`src/rtl/lsu_pkg.sv`:
```
// Shared types and helpers for the MEM-stage load/store unit.
package lsu_pkg;

    localparam int SB_DEPTH_DEF = 4;
    localparam int IDX_BITS_DEF = 8;

    // Widest word index a 32-bit byte address can carry; narrower indices are zero-extended.
    localparam int IDX_MAX = 30;

    typedef struct packed {
        logic [IDX_MAX-1:0] idx;
        logic [31:0]        data;
    } sb_entry_t;

    // Word index of a byte address, keeping only the low idxBits so that
    // addresses aliasing in memory also alias in the store buffer.
    function automatic logic [IDX_MAX-1:0] wordIdx(input logic [31:0] addr, input int idxBits);
        logic [IDX_MAX-1:0] mask;
        mask = '0;
        for (int b = 0; b < IDX_MAX; b++) begin
            if (b < idxBits) mask[b] = 1'b1;
        end
        return addr[31:2] & mask;
    endfunction

endpackage

```
`src/rtl/store_buffer_fifo.sv`:
```
// In-order store buffer: circular FIFO with a youngest-match lookup for load forwarding.
module store_buffer_fifo
    import lsu_pkg::*;
#(
    parameter int DEPTH = SB_DEPTH_DEF
) (
    input  logic               clk,
    input  logic               reset,
    input  logic               push,
    input  logic [IDX_MAX-1:0] pushIdx,
    input  logic [31:0]        pushData,
    input  logic               pop,
    output logic [IDX_MAX-1:0] headIdx,
    output logic [31:0]        headData,
    output logic               full,
    output logic               empty,
    input  logic [IDX_MAX-1:0] matchIdx,
    output logic               matchHit,
    output logic [31:0]        matchData
);

    localparam int PTR_W = (DEPTH > 1) ? $clog2(DEPTH) : 1;

    sb_entry_t          entries [DEPTH];
    logic [PTR_W-1:0]   headPtr;
    logic [PTR_W-1:0]   tailPtr;
    logic [PTR_W:0]     count;
    logic               doPush;
    logic               doPop;

    assign full   = (count == (PTR_W+1)'(DEPTH));
    assign empty  = (count == '0);
    assign doPush = push && !full;
    assign doPop  = pop && !empty;

    assign headIdx  = entries[headPtr].idx;
    assign headData = entries[headPtr].data;

    // Pointer and occupancy bookkeeping; reset discards every pending store.
    always_ff @(posedge clk) begin
        if (reset) begin
            headPtr <= '0;
            tailPtr <= '0;
            count   <= '0;
        end else begin
            if (doPush) tailPtr <= tailPtr + 1'b1;
            if (doPop)  headPtr <= headPtr + 1'b1;
            case ({doPush, doPop})
                2'b10:   count <= count + 1'b1;
                2'b01:   count <= count - 1'b1;
                default: count <= count;
            endcase
        end
    end

    // Entry storage; contents are only meaningful between tail and head so no reset needed.
    always_ff @(posedge clk) begin
        if (doPush) begin
            entries[tailPtr].idx  <= pushIdx;
            entries[tailPtr].data <= pushData;
        end
    end

    // Walk from oldest to youngest so the last hit seen is the youngest matching store.
    always_comb begin
        logic [PTR_W-1:0] pos;
        matchHit  = 1'b0;
        matchData = '0;
        pos       = '0;
        for (int k = 0; k < DEPTH; k++) begin
            pos = headPtr + PTR_W'(k);
            if (((PTR_W+1)'(k) < count) && (entries[pos].idx == matchIdx)) begin
                matchHit  = 1'b1;
                matchData = entries[pos].data;
            end
        end
    end

endmodule

```
`src/rtl/load_store_unit.sv`:
```
// MEM-stage load/store unit: drives the data memory port, posts stores into a
// buffer that drains in bubble cycles, and forwards buffered stores to loads.
module load_store_unit
    import lsu_pkg::*;
#(
    parameter int SB_DEPTH = SB_DEPTH_DEF,
    parameter int IDX_BITS = IDX_BITS_DEF
) (
    input  logic        clk,
    input  logic        reset,
    input  logic        req_valid,
    input  logic        req_load,
    input  logic        req_store,
    input  logic [31:0] req_addr,
    input  logic [31:0] req_wdata,
    output logic        req_ready,
    output logic        ld_valid,
    output logic [31:0] ld_data,
    output logic        misalign,
    output logic        sb_empty,
    output logic        MemRead,
    output logic        MemWrite,
    output logic [31:0] Address,
    output logic [31:0] WriteData,
    input  logic [31:0] MemReadData
);

    logic               reqAccepted;
    logic               aligned;
    logic               singleOp;
    logic               doLoad;
    logic               doStore;
    logic               doMisalign;
    logic               doDrain;
    logic [IDX_MAX-1:0] reqIdx;
    logic [IDX_MAX-1:0] headIdx;
    logic [31:0]        headData;
    logic               sbFull;
    logic               sbEmpty;
    logic               fwdHit;
    logic [31:0]        fwdData;
    logic [31:0]        loadResult;
    logic               ldValid_p1;
    logic [31:0]        ldData_p1;
    logic               misalign_p1;

    // Request decode: a load+store collision is accepted but does nothing.
    assign reqAccepted = req_valid && req_ready;
    assign aligned     = (req_addr[1:0] == 2'b00);
    assign singleOp    = req_load ^ req_store;
    assign doLoad      = !reset && reqAccepted && singleOp && req_load  && aligned;
    assign doStore     = !reset && reqAccepted && singleOp && req_store && aligned;
    assign doMisalign  = !reset && reqAccepted && singleOp && !aligned;
    assign doDrain     = !reset && !reqAccepted && !sbEmpty;
    assign reqIdx      = wordIdx(req_addr, IDX_BITS);

    assign req_ready = !sbFull;
    assign sb_empty  = sbEmpty;

    store_buffer_fifo #(
        .DEPTH (SB_DEPTH)
    ) u_sb (
        .clk       (clk),
        .reset     (reset),
        .push      (doStore),
        .pushIdx   (reqIdx),
        .pushData  (req_wdata),
        .pop       (doDrain),
        .headIdx   (headIdx),
        .headData  (headData),
        .full      (sbFull),
        .empty     (sbEmpty),
        .matchIdx  (reqIdx),
        .matchHit  (fwdHit),
        .matchData (fwdData)
    );

    assign loadResult = fwdHit ? fwdData : MemReadData;

    // Memory port mux: a load owns the port on accepted cycles, drains use bubbles, otherwise idle zeros.
    always_comb begin
        MemRead   = 1'b0;
        MemWrite  = 1'b0;
        Address   = '0;
        WriteData = '0;
        if (doLoad) begin
            MemRead = 1'b1;
            Address = {reqIdx, 2'b00};
        end else if (doDrain) begin
            MemWrite  = 1'b1;
            Address   = {headIdx, 2'b00};
            WriteData = headData;
        end
    end

    // MEM -> WB boundary: load result and misalignment pulse registered one cycle after the request.
    always_ff @(posedge clk) begin
        if (reset) begin
            ldValid_p1  <= 1'b0;
            ldData_p1   <= '0;
            misalign_p1 <= 1'b0;
        end else begin
            ldValid_p1  <= doLoad;
            misalign_p1 <= doMisalign;
            if (doLoad) ldData_p1 <= loadResult;
        end
    end

    assign ld_valid = ldValid_p1;
    assign ld_data  = ldData_p1;
    assign misalign = misalign_p1;

endmodule

```
`config.mk`:
```
export PLATFORM = sky130hd
export DESIGN_NAME = load_store_unit
export DESIGN_NICKNAME = d
export VERILOG_FILES = /design/src/rtl/lsu_pkg.sv /design/src/rtl/store_buffer_fifo.sv /design/src/rtl/load_store_unit.sv
export SDC_FILE = /design/constraint.sdc
export NUM_CORES = 1
export LEC_CHECK = 0
export CELL_PAD_IN_SITES_DETAIL_PLACEMENT = 1
export CELL_PAD_IN_SITES_GLOBAL_PLACEMENT = 2
export CORE_MARGIN = 4
export CORE_UTILIZATION = 39
export CTS_BUF_LIST = sky130_fd_sc_hd__clkbuf_16
export DETAILED_ROUTE_END_ITERATION = 7
export DONT_BUFFER_PORTS = 1
export GPL_TIMING_DRIVEN = 0
export PLACE_DENSITY_LB_ADDON = 0.3
export SYNTH_ARGS = -nofsm -noshare
export SYNTH_HDL_FRONTEND = slang
export SYNTH_SLANG_ARGS = --single-unit
```
`constraint.sdc`:
```
create_clock -name clk -period 2.8 [get_ports clk]
set_clock_uncertainty 0.1 [all_clocks]
set_input_delay 0.28 -clock clk [delete_from_list [all_inputs] [get_ports clk]]
set_output_delay 0.28 -clock clk [all_outputs]
set_load 0.005 [all_outputs]
```
* After elaboration in Yosys (flattened, before gate mapping)
Memories as Yosys holds them, arrays and structs flattened. A register that Yosys moved wholly into a read port is not among the register bits. Cells that the tools add are included. Widths: inputs -> output; s select.
Operators by class: $add $sub $neg 6, equal/unequal tests 7, bitwise logic cells 1, mux-type cells 21, order comparisons 4, reductions and logical operators 24
Operators by type and width (number):
- $mux 32 | 9
- $eq 30x8->1 | 4
- $logic_and 1x1->1 | 16
- $mux 1 | 9
- $lt 1x3->1 const A | 2
- $lt 2x3->1 const A | 2
- $pmux 3 s2 | 1
- $logic_not 1->1 | 5
- $add 2x1->2 const B | 2
- $add 2x2->2 const B | 2
- $mux 2 | 2
- $add 3x1->3 const B | 1
- $eq 3x3->1 const B | 1
- $logic_not 3->1 | 1
- $sub 3x1->3 const B | 1
- $eq 2x1->1 const B | 1
- $eq 2x2->1 const B | 1
- $logic_not 2->1 | 1
- $reduce_bool 2->1 | 1
- $xor 1x1->1 | 1
Storage, ports and cells: RAM bits 160, output and inout bits 102, register bits after elaboration 41, input port bits 101, word-level logic and storage cells 70, memories 1
Memories:
- u_sb.entries | depth 4, bits a word 40, rd ports 4, clocked after Yosys merged registers in 1, write ports 1, line store_buffer_fifo.sv:24 | sb_entry_t entries [DEPTH];

* Longest topological paths before layout
depth in word-level cells 10, mapped depth 14, gate-level depth less buffers 11

* Hierarchy
Synthesis repeated with hierarchy kept, for this count alone.
Second synthesis, totals: cells, all modules 1571, area, all modules 19178.4 µm²
By module, submodules not included:
- store_buffer_fifo | area each 17123.9 µm², instances 1, seq. area each 7627.3 µm², cells each 1340
- load_store_unit | area each 2054.5 µm², instances 1, seq. area each 680.7 µm², cells each 231

* Worst setup path before layout
Ideal clock, no wire load.
kind reg-to-reg, start point register u_sb.count[0], end point memory u_sb.entries[0][0] (netlist bit), enable pin, clock period less this slack 2.786 ns, data required time 2.299 ns, path buffers 0, path slack 0.014 ns, cell stages (with the launch flop) 7, setup time 0.401 ns, data arrival time 2.285 ns, cells stage by stage dfxtp_1 -> inv_1 -> ha_1 -> nand2_1 -> nand4_1 -> nor3_1 -> and3_1
On the way: longest elaborated chain between the ends 10
RTL lines:
- start: declaration | line store_buffer_fifo.sv:27 | logic [PTR_W:0] count;
- start signal: assignment | line store_buffer_fifo.sv:49 | 2'b10: count <= count + 1'b1;
- start signal: assignment | line store_buffer_fifo.sv:50 | 2'b01: count <= count - 1'b1;
- start signal: assignment | line store_buffer_fifo.sv:51 | default: count <= count;
- $eq 3x3->1 (*) | line store_buffer_fifo.sv:31 | assign full = (count == (PTR_W+1)'(DEPTH));
- $logic_not 1->1 (*) | line load_store_unit.sv:57 | assign req_ready = !sbFull;
- net req_ready | line load_store_unit.sv:16 | output logic req_ready,
- $logic_and 1x1->1 | line load_store_unit.sv:48 | assign reqAccepted = req_valid && req_ready;
- $logic_and 1x1->1 (4 in a row) | line load_store_unit.sv:52 | assign doStore = !reset && reqAccepted && singleOp && req_store && aligned;
- $logic_and 1x1->1 (*) | line store_buffer_fifo.sv:33 | assign doPush = push && !full;
- $mux 1 (*) | line store_buffer_fifo.sv:58 | if (doPush) begin
- $mux 1 (not written as such) (*) | line store_buffer_fifo.sv:60 | entries[tailPtr].data <= pushData;
- end: declaration | line store_buffer_fifo.sv:24
The timed path passes the listed nets; every way through them passes the cells marked *.

* Worst setup path after layout
start point register u_sb.headPtr[0], end point register ldData_p1[19] (netlist: ld_data[19])
On the way: longest elaborated chain between the ends 8, elaborated cells between the ends (all ways) 17, those cells by class 3 x add/sub; 3 x eq/ne; 7 x mux; 3 x reduce/logical; 1 x memory
RTL lines:
- start: declaration | line store_buffer_fifo.sv:25 | logic [PTR_W-1:0] headPtr;
- start signal: assignment | line store_buffer_fifo.sv:47 | if (doPop) headPtr <= headPtr + 1'b1;
- $add 2x1->2 | line store_buffer_fifo.sv:71 | pos = headPtr + PTR_W'(k);
- $mem_v2 4x40 (*)
- $eq 30x8->1 | line store_buffer_fifo.sv:72 | if (((PTR_W+1)'(k) < count) && (entries[pos].idx == matchIdx)) begin
- $logic_and 1x1->1 | line store_buffer_fifo.sv:72
- $mux 32 or $mux 1 (tied branches) (3 in a row) | line store_buffer_fifo.sv:72
- $mux 32 (*) | line load_store_unit.sv:78 | assign loadResult = fwdHit ? fwdData : MemReadData;
- end signal: assignment | line load_store_unit.sv:105 | if (doLoad) ldData_p1 <= loadResult;
- end: declaration | line load_store_unit.sv:44 | logic [31:0] ldData_p1;
Mark *: on every way between the ends. The rest lies on a longest branch, timed or not. A chain may end at the register's enable or synchronous reset.

==> impl_metrics.toml <==
[job]
maxCapViolCount = 0

[worst_setup_path]
cp_slowest_cell = "mux4_2"
arrival_ns = 3.42
path_class = "flop to flop"
worst-endpoint-required_ns = 3.10
max_stage_delay_ns = 0.50
crit_chain = "buf_8 -> buf_12 -> mux4_2 -> xor2_1 -> nor4_2 -> nand4_1 -> o21a_4 -> buf_6 -> a222oi_1 -> a21oi_1"
end_kind = "flop"
crit_fanout = 5
startpoint_type = "flop"

[power]
p_sw_frac = 0.309
power.share.clock = 0.332
finalPower_mw = 9.99
powerDensity_nw_per_um2 = 646
p_switching_mw = 3.08
p_seq_frac = 0.336
internal_power_mw = 6.91
peakVddDrop_mv = 0.499
pwr-share-comb = 0.332
p_leak_nw = 5.52

[yosys]
async_flop_share = 0
netlist_area_um2 = 12000
seq_area_frac_synth = 0.473
ys_warn_count = 0
synth_seq_cells = 203
syn_avg_cell_area_um2 = 12.2
synth-edff-count = 160
yosysUniqueCellTypes = 46
synthFlopType = "edfxtp_1"
syn_inst = 986

[place]
dp_hpwl_mm = 29.4
dp_cells = 1404
placed_area_um2 = 12700
globalplace.congestion = 0.828
port_buffers = 0

[cells_and_area]
ff_latch_area_um2 = 5680
final_nets = 1275
final.fill_count = 3031
final_cell_area_um2 = 15500
multi_input_area_um2 = 6150
area_growth_pct = 29.0
drive_above_1_share = 0.312
layoutNonFillerInstCount = 1576

[status]
violations = "setup timing"
outcome = "finished, violations left"

[clocking]
cts_made_buffers = 26
cts_tree = "built"
cts_buffer_depth = 3
clkLatencyLatePin_ns = 0.54
root_buffer = "clkbuf_16"
cts.sinks = 203
clk_pin_slew_ns = 0.06
cts.htree.levels = 1

[timing]
setup_slack_ns = -0.316
worstMarginPinSlew_ns = 0.942
setup_violations = 32
hold_viol_final = 0
slew_headroom = 0.372
layout_min_cycle_time_ns = 3.12
period_share = 1.11
grt_setup_unrepaired = "yes"
slew_violations = 0
clock.fmax_ghz = 0.321

[global_routing]
grtUsageTotal = 0.253
grt.busiest_layer = "met2"
grt_pass1_vias = 9758
overflow = 0
grt_max_degree = 30
grtUsageMet3 = 0.0575
antenna_found_initial = 2
grt_pass1_wl_mm = 64.1
met1_usage = 0.339
use_met2 = 0.425

[floorplan]
fp.dieW_um = 183
die_area_um2 = 33600
rows = 63
initial_core_util = 0.400
core_area_um2 = 30000
die_h_um = 183
io_pins = 203

[drt]
drc = 0
vias_per_cell = 5.93
ant_nets = 0
firstDrtPassIters = 5
wl_per_cell_um = 28.2
drt-total-wl_mm = 44.4
first_iter_violations = 747
via_count = 9350

[worst_hold_path]
hold_class = "input port to flop"
[worst paths after layout]
path                        start     endpoint  slack (ns)  cells past startpoint
setup reg to reg  u_sb.headPtr[0]  ld_data[19]       -0.32                     10
setup / recovery  u_sb.headPtr[0]  ld_data[19]       -0.32                     10
hold reg to reg       ld_data[31]  ld_data[31]        0.40                      2
hold / removal           req_load     ld_valid        0.02                      3
[layout by cell type, fill, tap and decap left out, types with 11 or more instances in the layout]
cell type / instances
mux2i_1: 53
xnor2_1: 21
dlygate4sd3_1: 74
inv_1: 12
buf_2: 14
o21ai_0: 12
edfxtp_1: 160
nand2_1: 30
clkbuf_16: 33
o21ai_1: 11
buf_12: 15
mux2_2: 34
dfxtp_1: 39
a221oi_2: 11
and3_1: 26
clkbuf_1: 22
conb_1: 24
a21oi_1: 105
and2_1: 33
nor2_1: 90
clkbuf_2: 11
buf_4: 67
xor2_1: 13
a221oi_1: 13
mux4_2: 85
a31oi_1: 24
[flip-flops by register name (all words and copies together) (netlist names), named ones only]
signal / cells
u_sb.entries: 160
u_sb.count: 3
u_sb.tailPtr: 2
ld_valid: 1
misalign: 1
u_sb.headPtr: 2
ld_data: 32
[critical path: cells and delay by family (launching register included)]
| kind | cells | cell delay, ns |
|---|---|---|
| buffers and inverters | 3 | 0.39 |
| multiplexers | 1 | 0.50 |
| AO/OA/AOI/OAI | 3 | 0.85 |
| XOR/XNOR | 1 | 0.16 |
| flip-flops | 1 | 0.33 |
| AND/OR/NAND/NOR | 2 | 0.64 |
[power groups by stage]
| stage | sequential [mW] | combinational (mW) | clock, mW |
|---|---|---|---|
| global placement | 3.41 | 2.75 | 0 |
| finish | 3.35 | 3.32 | 3.32 |
| detailed placement | 3.41 | 2.77 | 0 |
| global route | 3.36 | 3.56 | 3.51 |
| floorplan | 3.39 | 2.10 | 0 |
| CTS | 3.36 | 3.15 | 3.37 |
[final cells by class]
cell class,count,share of cell area
Sequential cell,203,0.367
Multi-Input combinational cell,684,0.398
Antenna cell,1,0.000162
Timing Repair Buffer,130,0.0902
Inverter,10,0.00275
Tap cell,390,0.0315
Clock buffer,27,0.0437
Buffer,110,0.0552
Clock inverter,21,0.0117
[per-layer routing]
metal / share of wire / wire length (µm) / up-vias
met5: 0 / 0 / -
met4: 0.026 / 1150 / 0
met3: 0.074 / 3310 / 60
met2: 0.48 / 21300 / 329
met1: 0.42 / 18600 / 4835
li1: - / - / 4126
[per-stage QoR]
step | setup WS, ns | utilization | TNS, ns | hold WS (ns)
CTS | -0.249 | 0.498 | -5.90 | 0.00950
global placement | -1.41 | 0.419 | -261.86 | 0.279
floorplan | 0.0138 | - | 0 | 0.279
global route | -0.395 | 0.516 | -10.03 | 0.0246
detailed placement | -1.01 | 0.423 | -60.89 | 0.279
finish | -0.316 | 0.516 | -7.64 | 0.0193
[cell families (layout without fill, tap and decap cells)]
group,count (synthesis),after routing,share of synthesized area
fa+ha+maj,9,9,0.00939
buf+inv,122,298,0.0522
other cells,1,25,0.000313
mux,177,177,0.240
xor+xnor,39,39,0.0285
simple gates,225,225,0.0901
compound gates,210,210,0.107
flops,203,203,0.473
[cells in the mapped netlist (13+ instances only)]
master      n  area [µm²]
mux2_2     35         394
buf_4      25         188
buf_2      16        80.1
buf_1      13        48.8
a21oi_1   105         526
dfxtp_1    43         861
o21ai_0    24         120
clkbuf_1   50         188
nand2_1    37         139
a31oi_1    24         150
a221oi_1   24         210
xor2_1     14         123
mux4_2     85        1910
edfxtp_1  160        4800
and2_1     33         206
mux2i_1    56         561
xnor2_1    25         219
nor2_1     97         364
and3_1     31         194
[what timing repair did]
| action | CTS | global route |
|---|---|---|
| pin swaps | 18 | 29 |
| hold buffers | 74 | 0 |
| gates resized for setup | 136 | 81 |
| setup buffers | 31 | 15 |
| hold endpoints to repair | 194 | 0 |
| setup endpoints to repair | 189 | 75 |
| gates cloned | 2 | 5 |
Power figures use the tool's default switching activity.
